## config.mk

```make
export PLATFORM = sky130hd
export DESIGN_NAME = fetch_unit
export DESIGN_NICKNAME = d
export VERILOG_FILES = /design/src/rtl/fetch_unit.sv
export SDC_FILE = /design/constraint.sdc
export NUM_CORES = 1
export LEC_CHECK = 0
export CAP_MARGIN = 20
export CORE_MARGIN = 2
export CORE_UTILIZATION = 35
export DETAILED_ROUTE_END_ITERATION = 6
export GPL_TIMING_DRIVEN = 0
export PLACE_DENSITY = 0.69
export RECOVER_POWER = 50
export SYNTH_ARGS = -nofsm -noshare
export SYNTH_HDL_FRONTEND = slang
export SYNTH_SLANG_ARGS = --single-unit
```

## constraint.sdc

```tcl
create_clock -name clk -period 5.9 [get_ports clk]
set_input_delay 0.59 -clock clk [delete_from_list [all_inputs] [get_ports clk]]
set_output_delay 0.59 -clock clk [all_outputs]
set_load 0.05 [all_outputs]
```

## src/rtl/fetch_unit.sv

```systemverilog
// Instruction fetch stage: owns the PC, keeps one request outstanding to imem and holds the word for decode.
// Define FETCH_ALIGN_CHK_EN to trap misaligned redirect targets in a sticky FAULT state.
module fetch_unit #(
    parameter int                XLEN      = 32,
    parameter logic [XLEN-1:0]   RESET_PC  = '0,
    parameter logic [31:0]       NOP_INSTR = 32'h0000_0013
) (
    input  logic            clk,
    input  logic            reset,
    output logic            imem_req,
    output logic [XLEN-1:0] imem_addr,
    input  logic            imem_gnt,
    input  logic            imem_rvalid,
    input  logic [31:0]     imem_rdata,
    output logic            instr_valid,
    input  logic            instr_ready,
    output logic [31:0]     instr,
    output logic [XLEN-1:0] pc,
    output logic [XLEN-1:0] pc_plus4,
    input  logic            redirect,
    input  logic [XLEN-1:0] redirect_target,
    output logic            fetch_fault
);

    typedef enum logic [2:0] {
        REQ,
        WAIT,
        OUT,
        DROP
`ifdef FETCH_ALIGN_CHK_EN
        , FAULT
`endif
    } state_t;

    state_t          state_q, state_d;
    logic [XLEN-1:0] pc_q, pc_d;
    logic [31:0]     instr_q, instr_d;
    logic [XLEN-1:0] target;

`ifdef FETCH_ALIGN_CHK_EN
    logic fault_q, fault_d;
    logic pend_q, pend_d;
    logic misaligned;

    assign target     = redirect_target;
    assign misaligned = (redirect_target[1:0] != 2'b00);
`else
    assign target = redirect_target & ~{{(XLEN-2){1'b0}}, 2'b11};
`endif

    always_comb begin
        state_d = state_q;
        pc_d    = pc_q;
        instr_d = instr_q;
`ifdef FETCH_ALIGN_CHK_EN
        fault_d = fault_q;
        pend_d  = pend_q;
`endif
        case (state_q)
            REQ: begin
                if (redirect) begin
                    pc_d = target;
                    if (imem_gnt) state_d = DROP;
                end else if (imem_gnt) begin
                    state_d = WAIT;
                end
            end
            WAIT: begin
                if (redirect) begin
                    pc_d    = target;
                    state_d = imem_rvalid ? REQ : DROP;
                end else if (imem_rvalid) begin
                    instr_d = imem_rdata;
                    state_d = OUT;
                end
            end
            OUT: begin
                if (redirect) begin
                    pc_d    = target;
                    instr_d = NOP_INSTR;
                    state_d = REQ;
                end else if (instr_ready) begin
                    pc_d    = pc_q + XLEN'(4);
                    instr_d = NOP_INSTR;
                    state_d = REQ;
                end
            end
            DROP: begin
                if (redirect) pc_d = target;
                if (imem_rvalid) state_d = REQ;
            end
`ifdef FETCH_ALIGN_CHK_EN
            FAULT: begin
                if (imem_rvalid) pend_d = 1'b0;
                if (redirect) begin
                    pc_d    = target;
                    fault_d = 1'b0;
                    state_d = (pend_q && !imem_rvalid) ? DROP : REQ;
                end
            end
`endif
            default: state_d = REQ;
        endcase
`ifdef FETCH_ALIGN_CHK_EN
        // A misaligned target overrides everything but must remember a response still owed by memory.
        if (redirect && misaligned) begin
            state_d = FAULT;
            fault_d = 1'b1;
            pc_d    = redirect_target;
            instr_d = NOP_INSTR;
            case (state_q)
                REQ:         pend_d = imem_gnt;
                WAIT, DROP:  pend_d = !imem_rvalid;
                FAULT:       pend_d = pend_q && !imem_rvalid;
                default:     pend_d = 1'b0;
            endcase
        end
`endif
    end

    always_ff @(posedge clk) begin
        if (reset) begin
            state_q <= REQ;
            pc_q    <= RESET_PC;
            instr_q <= NOP_INSTR;
`ifdef FETCH_ALIGN_CHK_EN
            fault_q <= 1'b0;
            pend_q  <= 1'b0;
`endif
        end else begin
            state_q <= state_d;
            pc_q    <= pc_d;
            instr_q <= instr_d;
`ifdef FETCH_ALIGN_CHK_EN
            fault_q <= fault_d;
            pend_q  <= pend_d;
`endif
        end
    end

    assign imem_req    = (state_q == REQ) && !reset;
    assign imem_addr   = pc_q;
    assign instr_valid = (state_q == OUT);
    assign instr       = instr_q;
    assign pc          = pc_q;
    assign pc_plus4    = pc_q + XLEN'(4);
`ifdef FETCH_ALIGN_CHK_EN
    assign fetch_fault = fault_q;
`else
    assign fetch_fault = 1'b0;
`endif

endmodule

```

==> impl_metrics.toml <==
[sta]
tns_ns = 0
rsz0062_at_grt = "no"
max_slew_margin_pct = 40.0
tightest_slew_ns = 0.891
hold_viol_final = 0
final-max-slew-violation-count = 0
finalCritPeriodShare_pct = 67.8
min_period_ns = 4.00
fmax_mhz = 250
setup_viol = 0
worst_clock_skew_ns = 0.00936

[place]
dpl.hpwl_mm = 10.4
place_congestion = 0.898
portBuffers = 190
dp.cells = 852
place_area_sq_um = 6020

[power_and_ir_drop]
total_power_w = 0.00139
p_leak_nw = 2.46
peakVddDrop_mv = 0.126
power_density_nw_per_um2 = 223

[critical_path]
crit_path_end_kind = "output pin"
reg2reg_from = "imem_addr[2]"
cp_max_fo = 10
worst-endpoint-arrival_ns = 3.41
required_ns = 5.31
setup.worst_path.start_class = "flip-flop"
critPathKind = "flip-flop to output pin"
startpoint = "imem_addr[5]"

[yosys]
synth_cell_types = 47
ys_seq_area_share_pct = 32.7
netlist_instances = 516
synthFlopType = "dfxtp_1"
postSynth.asyncResetShare_pct = 0
avgSynthCellArea_sq_um = 7.59
synth_edf_count = 0
synth-seq-cells = 64
synthesis.area_sq_um = 3920
ys_warn_count = 0

[final_layout]
fin_util_pct = 57.4
layout.nets = 794
final_cell_area_sq_um = 6240
num_antenna_cells = 0
drive_above_1_share_pct = 9.48
syn2layout_area_growth_pct = 59.5
layout.cells.non_filler = 868

[floorplanning]
dieArea_sq_um = 12100
start_util_pct = 36.0
die_w_um = 110
rows = 38
die_h_um = 110
ios = 201
coreArea_sq_um = 10900

[clock_tree]
cts_root_buf = "clkbuf_8"
cts_tree = "built"
cts_made_buffers = 9
htree_levels = 3
ctsResizeCount = 0
hold_buffers = 0
clk_pin_slew_worst_paths_ns = 0.08
cts_setup_buffers = 0
cts.sinks = 64
clk_latency_ns = 0.35
clock_path_buffers = 2

[routing]
post_drt_wl_per_cell_um = 15.9
ant_nets = 0
first_pass_iters = 4
drc = 0
vias = 4510
wirelength_mm = 13.8
dr.first_iter.drc_count = 169
viasPerCell = 5.20

[global_route]
antenna_found_initial = 0
grt_pass1_vias = 4305
grt.overflow.total = 0
grtUsageTotal_pct = 22.4
grt_pass1_wl_mm = 21.3
grt_max_degree = 13

[job]
drv_cap = 0

[worst_hold_path]
min-delay-start = "instr[19]"
hold_class = "flip-flop to flip-flop"

[status]
status = "finished, final reports clean"
-- critical path: stages, from the launching register on --
cell and delay, ns:
dfxtp_1 0.36, buf_2 0.19, nand4_1 0.42, nor4_1 0.85, nand4_1 0.23, xnor2_1 0.19, clkdlybuf4s50_1 0.82
-- layout by cell type (no fill, tap or decap), drive strengths merged, types with 6 or more instances in the layout --
cell type	instances
a2111oi	9
a211oi	12
a21oi	38
a311oi	9
and3	6
and4	9
buf	50
clkbuf	42
clkdlybuf4s50	102
conb	7
dfxtp	64
dlygate4sd3	88
inv	15
nand2	57
nand3	50
nand4	14
nor2	34
nor3	17
nor4	14
o21ai	7
xnor2	25
xor2	11
-- path summary, 6_finish.rpt --
check	end	slack [ns]	depth (start not counted)
setup reg to reg	imem_addr[22]	3.48	6
hold reg to reg	instr[19]	0.45	2
setup / recovery	pc_plus4[27]	1.90	6
hold / removal	instr[19]	0.45	2
-- synth_stat cells, types with 2 or more instances --
cell        n  area share [%]
nor2_1     34             3.3
or4_1       4            0.77
dfxtp_1    64              33
a21oi_1    38             4.9
or3_1       3            0.48
nand2_1    57             5.5
nor3b_1     5            0.96
a2111oi_0   8             1.8
nor3_1     17             2.2
nor4_1     14             2.2
a311oi_1    9             2.0
nand3_1    49             6.3
nand2b_1    3            0.48
and4_1      9             2.0
nor2b_1     4            0.64
buf_2      11             1.4
o21bai_1    3            0.58
buf_1       2            0.19
buf_4      37             7.1
inv_1      14             1.3
nand3b_1    3            0.58
o21ai_0     7            0.89
nor4bb_1    2            0.51
nand4_1    12             1.9
o31a_1      3            0.67
a211oi_1   12             2.3
xor2_1     11             2.5
and3_1      6            0.96
clkbuf_1   32             3.1
a22oi_1     2            0.38
xnor2_1    25             5.6
-- through the flow --
step           setup slack, ns  hold slack, ns
2_1_floorplan             2.57           0.587
3_3_place_gp              2.36           0.437
3_5_place_dp              2.34           0.446
4_1_cts                   1.94           0.455
5_1_grt                   1.68           0.480
6_report                  1.90           0.449
-- cell families (layout without fill, tap and decap cells) --
group	count (synthesis)	in the layout	synth area share, %
AOI/OAI and AO/OA	89	89	15.0
xor gates and xnor gates	36	36	8.05
adders and majority gates	1	1	0.319
buffers and inverters	96	302	13.1
DFF	64	64	32.7
other	1	7	0.0958
and+or+nand+nor	229	229	30.7
-- routing by layer --
layer  part of all wire [%]  track usage (%)  vias to the layer above
met4                    1.0             6.51                        0
li1                       -                -                     2206
met3                     11             8.24                       13
met2                     49             38.5                      191
met1                     39             26.0                     2100
met5                      0                0                        -
-- cell type report --
class | instances | area (sq um)
multi-input cells | 362 | 2140
clock inverters | 6 | 91.3
repair buffers | 190 | 1900
well taps | 140 | 175
plain buffers | 82 | 460
clock buffers | 10 | 138
fillers | 1057 | 4640
flip-flops and latches | 64 | 1280
inverters | 14 | 52.6
-- state kept, by name, summed over array words and instances (netlist names) --
signal	count
imem_addr	30
instr	32
state_q	2
-- report_power, final --
| group | switching (W) | internal, W | total [W] |
|---|---|---|---|
| clock | 0.000194 | 0.000252 | 0.000445 |
| combinational | 0.000300 | 0.000169 | 0.000469 |
| sequential | 0.0000260 | 0.000453 | 0.000479 |
Power figures use the tool's default switching activity.
